<file path="src/rtl/day_set_ctrl.sv">
// ---------------------------------------------------------------------------
// day_set_ctrl
//
// Holds the day-of-week index (0=Mon .. 6=Sun) for the display path.
// In RUN the day advances on the midnight tick. In SET the user adjusts the
// day with up/down buttons while the display blinks. SET mode is left with
// another set press, or on its own after TIMEOUT idle cycles.
//
// Ports:
//   clk        system clock, all state changes on the rising edge
//   rst        synchronous reset, active-high
//   day_tick   one-cycle pulse at midnight
//   set_btn    debounced level; each rising edge toggles SET mode
//   up_btn     debounced level; each rising edge increments day in SET
//   down_btn   debounced level; each rising edge decrements day in SET
//   day        current day index 0..6 for the segment decoder
//   setting    1 while in SET mode
//   blank      1 = display off during the blink phase (always 0 in RUN)
//   week_wrap  one-cycle pulse when the midnight tick takes Sun to Mon
// ---------------------------------------------------------------------------
module day_set_ctrl #(
   parameter int BLINK_DIV = 25000000,
   parameter int TIMEOUT   = 250000000
) (
   input  logic       clk,
   input  logic       rst,
   input  logic       day_tick,
   input  logic       set_btn,
   input  logic       up_btn,
   input  logic       down_btn,
   output logic [2:0] day,
   output logic       setting,
   output logic       blank,
   output logic       week_wrap
);

   // Widths sized from N+1 so a divisor of 1 still gets a 1-bit counter.
   localparam int BLINK_W = $clog2(BLINK_DIV + 1);
   localparam int TMO_W   = $clog2(TIMEOUT + 1);

   localparam logic [BLINK_W-1:0] BLINK_LAST = BLINK_W'(BLINK_DIV - 1);
   localparam logic [BLINK_W-1:0] BLINK_ONE  = BLINK_W'(1);
   localparam logic [TMO_W-1:0]   TMO_LAST   = TMO_W'(TIMEOUT - 1);
   localparam logic [TMO_W-1:0]   TMO_ONE    = TMO_W'(1);

   typedef enum logic [0:0] {
      ST_RUN = 1'b0,
      ST_SET = 1'b1
   } state_t;

   state_t               state_reg,     state_next;
   logic [2:0]           day_reg,       day_next;
   logic                 blank_reg,     blank_next;
   logic                 week_wrap_reg, week_wrap_next;
   logic [BLINK_W-1:0]   blink_reg,     blink_next;
   logic [TMO_W-1:0]     tmo_reg,       tmo_next;

   // Previous button levels for rising-edge detection.
   logic set_prev_reg, up_prev_reg, down_prev_reg;

   logic set_edge, up_edge, down_edge;
   logic [2:0] day_inc, day_dec;

   assign set_edge  = set_btn  & ~set_prev_reg;
   assign up_edge   = up_btn   & ~up_prev_reg;
   assign down_edge = down_btn & ~down_prev_reg;

   // Modulo-7 neighbours of the current day; 7 is never produced.
   assign day_inc = (day_reg == 3'd6) ? 3'd0 : day_reg + 3'd1;
   assign day_dec = (day_reg == 3'd0) ? 3'd6 : day_reg - 3'd1;

   // -----------------------------------------------------------------------
   // State register
   // -----------------------------------------------------------------------
   always_ff @(posedge clk) begin
      if (rst) begin
         state_reg     <= ST_RUN;
         day_reg       <= 3'd0;
         blank_reg     <= 1'b0;
         week_wrap_reg <= 1'b0;
         blink_reg     <= '0;
         tmo_reg       <= '0;
         // Seeded high so a button held through reset gives no edge.
         set_prev_reg  <= 1'b1;
         up_prev_reg   <= 1'b1;
         down_prev_reg <= 1'b1;
      end else begin
         state_reg     <= state_next;
         day_reg       <= day_next;
         blank_reg     <= blank_next;
         week_wrap_reg <= week_wrap_next;
         blink_reg     <= blink_next;
         tmo_reg       <= tmo_next;
         set_prev_reg  <= set_btn;
         up_prev_reg   <= up_btn;
         down_prev_reg <= down_btn;
      end
   end

   // -----------------------------------------------------------------------
   // Next-state logic
   // -----------------------------------------------------------------------
   always_comb begin
      state_next     = state_reg;
      day_next       = day_reg;
      blank_next     = blank_reg;
      week_wrap_next = 1'b0;
      blink_next     = blink_reg;
      tmo_next       = tmo_reg;

      case (state_reg)
         ST_RUN: begin
            blank_next = 1'b0;
            blink_next = '0;
            tmo_next   = '0;
            // Tick is applied even when a set edge arrives in the same
            // cycle; the mode change happens on top of it.
            if (day_tick) begin
               day_next       = day_inc;
               week_wrap_next = (day_reg == 3'd6);
            end
            if (set_edge) begin
               state_next = ST_SET;
            end
         end

         ST_SET: begin
            // Simultaneous up and down cancel. Midnight ticks are dropped.
            if (up_edge && !down_edge) begin
               day_next = day_inc;
            end else if (down_edge && !up_edge) begin
               day_next = day_dec;
            end

            if (blink_reg == BLINK_LAST) begin
               blink_next = '0;
               blank_next = ~blank_reg;
            end else begin
               blink_next = blink_reg + BLINK_ONE;
            end

            if (set_edge) begin
               state_next = ST_RUN;
               blank_next = 1'b0;
               blink_next = '0;
               tmo_next   = '0;
            end else if (up_edge || down_edge) begin
               tmo_next = '0;
            end else if (tmo_reg == TMO_LAST) begin
               state_next = ST_RUN;
               blank_next = 1'b0;
               blink_next = '0;
               tmo_next   = '0;
            end else begin
               tmo_next = tmo_reg + TMO_ONE;
            end
         end

         default: begin
            state_next = ST_RUN;
         end
      endcase
   end

   assign day       = day_reg;
   assign setting   = (state_reg == ST_SET);
   assign blank     = blank_reg;
   assign week_wrap = week_wrap_reg;

endmodule

</file>
<file path="config.mk">
export PLATFORM = sky130hd
export DESIGN_NAME = day_set_ctrl
export DESIGN_NICKNAME = d
export VERILOG_FILES = /design/src/rtl/day_set_ctrl.sv
export SDC_FILE = /design/constraint.sdc
export NUM_CORES = 1
export LEC_CHECK = 0
export ABC_CLOCK_PERIOD_IN_PS = 2310
export CAP_MARGIN = 20
export CELL_PAD_IN_SITES_DETAIL_PLACEMENT = 2
export CELL_PAD_IN_SITES_GLOBAL_PLACEMENT = 2
export CORE_MARGIN = 4
export CORE_UTILIZATION = 38
export DETAILED_ROUTE_END_ITERATION = 10
export PLACE_DENSITY_LB_ADDON = 0.1
export SLEW_MARGIN = 10
export SYNTH_ARGS = -nofsm -noshare
export SYNTH_HDL_FRONTEND = slang
export SYNTH_SLANG_ARGS = --single-unit
</file>
<file path="constraint.sdc">
create_clock -name clk -period 2.31 [get_ports clk]
set_input_delay 0.462 -clock clk [delete_from_list [all_inputs] [get_ports clk]]
set_output_delay 0.462 -clock clk [all_outputs]
set_load 0.05 [all_outputs]
</file>
==> flow_summary.json, run 1 <==
{
  "cts_sinks": 62,
  "initial_antenna_violation_count": 0,
  "largest_register_ff_count": 28,
  "timing.critical_path.slowest_stage_cell": "or4_1",
  "die-height_um": 94.5,
  "drtIter0Drc": 54,
  "top_layer": "met4",
  "grt_remaining_overflow": 0,
  "wl_met1_mm": 3.35,
  "synth.mux.area_fraction_pct": 1.41,
  "power.static_leakage_nw": 1.14,
  "powerDensity_nw_per_um2": 613,
  "numCtsBuffers": 9,
  "final_period_minus_worst_setup_slack_ns": 2.13,
  "die_x_um": 94.5,
  "avgRoutedWirePerCell_um": 15.6,
  "finalMaxSlewViolations": 0,
  "seq_area_um2": 1240,
  "utilization_pct": 46.7,
  "synthDominantCellAreaShare_pct": 43.6,
  "route.antenna.remaining_nets": 0,
  "clk_path_buf_depth": 2,
  "r2r_end": "blink_reg[15]",
  "critical_path.n_buffers_inverters": 0,
  "layout_common_cells": "62 x dfxtp_1, 61 x nor2_1, 32 x xor2_1",
  "portion_of_the_post_synthesis_area_used_by_sequential_elements_pct": 43.6,
  "max-slew-margin-rel_pct": 63.3,
  "syn_nets": 327,
  "worstSetupEndpoint": "blink_reg[15]",
  "hpwl_mm": 4.95,
  "post_synth_and_or_nand_nor_area_fraction_pct": 29.7,
  "post_synth_xor_area_fraction_pct": 15.4,
  "multi_input_comb_area_um2": 1540,
  "cts_repair_resize_count": 1,
  "met3WireLength_um": 140,
  "timing.critical_path.depth": 5,
  "worst-endpoint-required_ns": 2.51,
  "critical_path.reg2reg.startpoint": "tmo_reg[13]",
  "n_antenna_cell": 0,
  "design.final.nets": 364,
  "netlist.top_cell.by_area": "dfxtp_1",
  "ys.warnings.count": 0,
  "dr.pass1.iters": 4,
  "synthDistinctLibCells": 42,
  "cts_tree": "done",
  "final_area_um2": 3390,
  "crit_family": "simple AND/OR/NAND/NOR gates",
  "timing.final.setup_violations": 0,
  "timing.hold.worst.class": "flip-flop to flip-flop",
  "final_layout_size_suffix_gt1_share_pct": 12.7,
  "critical_path_arrival_ns": 2.33,
  "placed_area_um2": 3190,
  "worstSetupEndpointType": "flip-flop",
  "critical_path_class": "flip-flop to flip-flop",
  "cap_viol_max_count": 0,
  "grt.total_usage_pct": 17.3,
  "max_freq_mhz": 469,
  "area_growth_syn_to_layout_pct": 19.1,
  "layout_commonest_cell": "dfxtp_1",
  "dr_vias": 2336,
  "initial_core_util_pct": 39.2,
  "period_share_pct": 92.3,
  "holdWs_ns": 0.433,
  "postSynthRegisterBits": 62,
  "synth.cell_area_um2": 2840,
  "postSynthCellCount": 314,
  "max_stage_delay_ns": 0.50,
  "vias_per_cell": 5.16,
  "place_congestion": 0.744,
  "num_io_pins": 12,
  "worstSetupStartpoint": "tmo_reg[13]",
  "result_of_the_run": "finished, final reports clean",
  "dieArea_um2": 8930,
  "finalHoldViolations": 0,
  "grt_max_degree": 29,
  "wire_length_of_the_first_global_routing_pass_mm": 12.0,
  "wl_met2_mm": 3.46,
  "cp_cell_sequence": "nand2_1, or4_1, or4_4, o211ai_4, nor2_1",
  "yosys.area_share.adder_pct": 3.08,
  "num-fill-cells": 814,
  "worst_skew_pair.late_latency_ns": 0.34,
  "cp_max_fo": 13,
  "unrepaired_setup_endpoints_after_global_routing": "no",
  "cts_hold_buf": 0,
  "postRouteWirelength_mm": 7.05,
  "drc_errors": 0,
  "timing.reg2reg.setup_slack_ns": 0.18,
  "synth-compound-area-share_pct": 3.70,
  "row_count": 31,
  "ir_drop_worst_case_vdd_mv": 0.362,
  "path_clk_slew_ns": 0.07,
  "port_buffers": 11,
  "synth_area_leaders": "dfxtp_1 44%, xor2_1 9.9%, nor2_1 8.1%, xnor2_1 5.5%, nand3_1 3.5%",
  "placeableCoreArea_um2": 7250,
  "post_cts.repair.setup_buffers": 0,
  "clock_tree.htree_level_count": 3,
  "main_combinational_cell_family_by_area_after_synthesis": "simple AND/OR/NAND/NOR gates",
  "vias_in_the_first_global_route": 2422,
  "r2r.worst_path.cells": 5,
  "cts.root.buffer_cell": "clkbuf_8",
  "finClkSkew_ns": 0.00911,
  "worst_pin_slew_ns": 0.549,
  "setup.worst_path.start_class": "flip-flop",
  "synthesis.area_per_instance_um2": 9.06
}
through the flow:
| stage | setup TNS (ns) | setup slack [ns] | cells | power [W] |
|---|---|---|---|---|
| after floorplan | 0 | 0.288 | 314 | 0.00119 |
| after global placement | 0 | 0.0432 | 438 | 0.00123 |
| after detailed placement | -0.00560 | -0.00560 | 438 | 0.00123 |
| after CTS | 0 | 0.134 | 453 | 0.00210 |
| after global routing | 0 | 0.00110 | 453 | 0.00216 |
| final | 0 | 0.177 | 453 | 0.00208 |
cell type report:
class | instances | share of cell area, %
clock buffers | 13 | 4.99
clock inverters | 1 | 0.148
inverters | 11 | 1.22
multi-input cells | 236 | 45.3
flip-flops and latches | 62 | 36.6
well taps | 99 | 3.66
repair buffers | 31 | 8.05
cells in the mapped netlist:
cell type and count:
o211a_1 1, nor4_1 5, o31ai_1 1, nor4_2 1
buf_8 2, ha_1 7, o211ai_4 1, nor3b_1 4
nand2_1 19, inv_1 11, or2_2 2, xor2_1 32
and3_1 6, buf_2 2, nand4_2 1, or4_1 1
xnor2_1 18, nor2_2 3, clkbuf_1 2, nor4b_1 1
or4_4 2, and4_1 5, nand4b_1 2, nor4bb_1 1
nor2b_1 1, or3_1 1, a21oi_1 2, mux2i_1 4
nand4_1 16, or4b_1 1, a311o_1 1, o21ai_0 2
o311ai_0 1, o41ai_1 2, dfxtp_1 62, and2_1 2
nand3_1 20, nand2b_1 2, nand3_2 1, nor2_1 61
nor3_1 4, a21bo_1 1
metal layers:
metal	track usage (%)	up-vias
li1	-	1145
met2	29.3	17
met4	6.85	0
met3	3.35	9
met1	21.6	1165
met5	0	-
worst min path at each step:
stage,endpoint,from,cells after the start,slack [ns]
2_1_floorplan,setting,set_prev_reg,1,0.41
3_3_place_gp,setting,set_prev_reg,1,0.42
3_5_place_dp,setting,set_prev_reg,1,0.43
4_1_cts,setting,set_prev_reg,1,0.44
5_1_grt,setting,set_prev_reg,1,0.46
6_report,setting,set_prev_reg,1,0.43
power by group:
part	internal (W)	leakage, nW	total [W]	switching (W)
registers	0.00108	0.501	0.00109	0.0000127
clock network	0.000465	0.0914	0.000869	0.000405
logic	0.0000471	0.552	0.000117	0.0000704
total	0.00159	1.14	0.00208	0.000488
worst reg2reg max path: cells and delay by family (launching register included):
family / cells / cell delay [ns]
AOI/OAI and AO/OA: 1 / 0.44
and+or+nand+nor: 4 / 1.23
DFF: 1 / 0.34
cells by family after synthesis:
logic type | Yosys count
adders and majority gates | 7
AOI/OAI and AO/OA | 12
and+or+nand+nor | 162
buffers and inverters | 17
muxes | 4
DFF | 62
xor gates and xnor gates | 50
Note: power is estimated with default switching activity, not from simulation.
==> run 2, diff against run 1 <==
--- a/config.mk
+++ b/config.mk
@@ -9,6 +9,7 @@
 export CAP_MARGIN = 20
 export CELL_PAD_IN_SITES_DETAIL_PLACEMENT = 2
 export CELL_PAD_IN_SITES_GLOBAL_PLACEMENT = 2
+export CORE_ASPECT_RATIO = 1.2
 export CORE_MARGIN = 4
 export CORE_UTILIZATION = 38
 export DETAILED_ROUTE_END_ITERATION = 10
==> flow_summary.json, run 2 (synthesis gave the netlist of run 1 again) <==
{
  "vias_per_cell": 5.25,
  "wire_length_of_the_first_global_routing_pass_mm": 12.8,
  "cp_max_fo": 28,
  "finalHoldViolations": 0,
  "n_antenna_cell": 0,
  "numCtsBuffers": 9,
  "dr.pass1.iters": 4,
  "drtIter0Drc": 57,
  "final_layout_size_suffix_gt1_share_pct": 13.9,
  "finClkSkew_ns": 0.00960,
  "layout_common_cells": "62 x dfxtp_1, 61 x nor2_1, 32 x xor2_1",
  "max-slew-margin-rel_pct": 64.8,
  "cap_viol_max_count": 0,
  "max_freq_mhz": 464,
  "timing.hold.worst.class": "flip-flop to flip-flop",
  "preCtsSetupSlack_ns": -0.0416,
  "hpwl_mm": 5.01,
  "die_x_um": 87.0,
  "final_period_minus_worst_setup_slack_ns": 2.15,
  "grt_max_degree": 29,
  "result_of_the_run": "finished, final reports clean",
  "finalMaxSlewViolations": 0,
  "cts.root.buffer_cell": "clkbuf_8",
  "place_congestion": 0.723,
  "setup_ws_ns": 0.156,
  "row_count": 34,
  "period_share_pct": 93.2,
  "drc_errors": 0,
  "vias_in_the_first_global_route": 2651,
  "clock_tree.htree_level_count": 3,
  "critical_path_class": "flip-flop to flip-flop",
  "placeableCoreArea_um2": 7270,
  "postRouteWirelength_mm": 7.70,
  "die-height_um": 103,
  "unrepaired_setup_endpoints_after_global_routing": "no",
  "initial_antenna_violation_count": 0,
  "worst_hold_path.num_cells": 1,
  "ir_drop_worst_case_vdd_mv": 0.294,
  "largest_register_ff_count": 28,
  "worstSetupEndpointType": "flip-flop",
  "grt_remaining_overflow": 0,
  "num_io_pins": 12,
  "layoutNonFillerInstCount": 449,
  "grt.total_usage_pct": 18.6,
  "dr_vias": 2356,
  "dp.cells": 429,
  "critical_path_arrival_ns": 2.39,
  "layout_commonest_cell": "dfxtp_1",
  "final_area_um2": 3470,
  "num-fill-cells": 800,
  "placed_area_um2": 3180,
  "area_growth_syn_to_layout_pct": 22.1,
  "timing.final.setup_violations": 0,
  "design.final.nets": 367,
  "avgRoutedWirePerCell_um": 17.1,
  "seq_area_um2": 1240,
  "route.antenna.remaining_nets": 0,
  "worst-endpoint-required_ns": 2.55,
  "setup.worst_path.start_class": "flip-flop",
  "cts_hold_buf": 0,
  "powerDensity_nw_per_um2": 676,
  "worst_skew_pair.late_latency_ns": 0.35,
  "worst_pin_slew_ns": 0.527,
  "path_clk_slew_ns": 0.07,
  "port_buffers": 11,
  "utilization_pct": 47.7,
  "dieArea_um2": 8940,
  "power.static_leakage_nw": 1.19,
  "r2r.worst_path.cells": 7,
  "clk_path_buf_depth": 2,
  "initial_core_util_pct": 39.1,
  "multi_input_comb_area_um2": 1540,
  "cts_sinks": 62,
  "cts_tree": "done"
}
## run 2: report_power, final
part           switching (W)  total [W]  internal [W]  leakage (nW)
clock               0.000439    0.00113      0.000695         0.120
sequential         0.0000132    0.00109       0.00108         0.501
combinational      0.0000711   0.000121     0.0000501         0.570
total               0.000523    0.00235       0.00182          1.19
## run 2: repair_timing
item / 4_1_cts / 5_1_grt
resized for setup: 1 / 0
setup buffers: 0 / 3
pin swaps: 1 / 2
setup endpoints to repair: 23 / 22
gates cloned: 1 / 0
## run 2: layer usage
metal	vias up	track usage (%)	routed length (um)	part of all wire [%]
met5	-	0	0	0
met4	0	7.91	150	1.9
met3	11	3.60	118	1.5
met2	15	35.4	4270	55
met1	1176	19.6	3160	41
li1	1154	-	-	-
## run 2: final timing paths
check,from,endpoint,slack (ns)
max reg2reg,tmo_reg[13],tmo_reg[7],0.16
max,tmo_reg[13],tmo_reg[7],0.16
min,set_prev_reg,setting,0.45
min reg2reg,set_prev_reg,setting,0.45
## run 2: stage by stage
step                      hold WS [ns]  total power [W]  TNS [ns]
after floorplan                  0.409          0.00119         0
after global placement           0.422          0.00123         0
after detailed placement         0.431          0.00123    -0.577
after CTS                        0.441          0.00238         0
after global routing             0.484          0.00243         0
final                            0.445          0.00235         0
## run 2: area by class of cell
cell class                      instances  share of cell area [%]
Clock inverter                          3                    1.87
Sequential cell                        62                    35.7
Timing Repair Buffer                   34                    8.86
Inverter                               11                    1.19
Tap cell                               90                    3.24
Clock buffer                           13                    4.86
Multi-Input combinational cell        236                    44.2
## run 2: critical path, stage by stage, from the launching register on
cell and delay [ns]:
dfxtp_1 0.36, nand2_1 0.12, or4_1 0.52, or4_4 0.49
buf_4 0.17, nand4_2 0.10, buf_12 0.18, nor2_1 0.08
==> run 3, diff against run 2 <==
--- a/config.mk
+++ b/config.mk
@@ -13,6 +13,7 @@
 export CORE_MARGIN = 4
 export CORE_UTILIZATION = 38
 export DETAILED_ROUTE_END_ITERATION = 10
+export GPL_ROUTABILITY_DRIVEN = 0
 export PLACE_DENSITY_LB_ADDON = 0.1
 export SLEW_MARGIN = 10
 export SYNTH_ARGS = -nofsm -noshare
==> results of run 3 <==
Same layout as run 2: the final DEF is identical, and so are final timing and power.
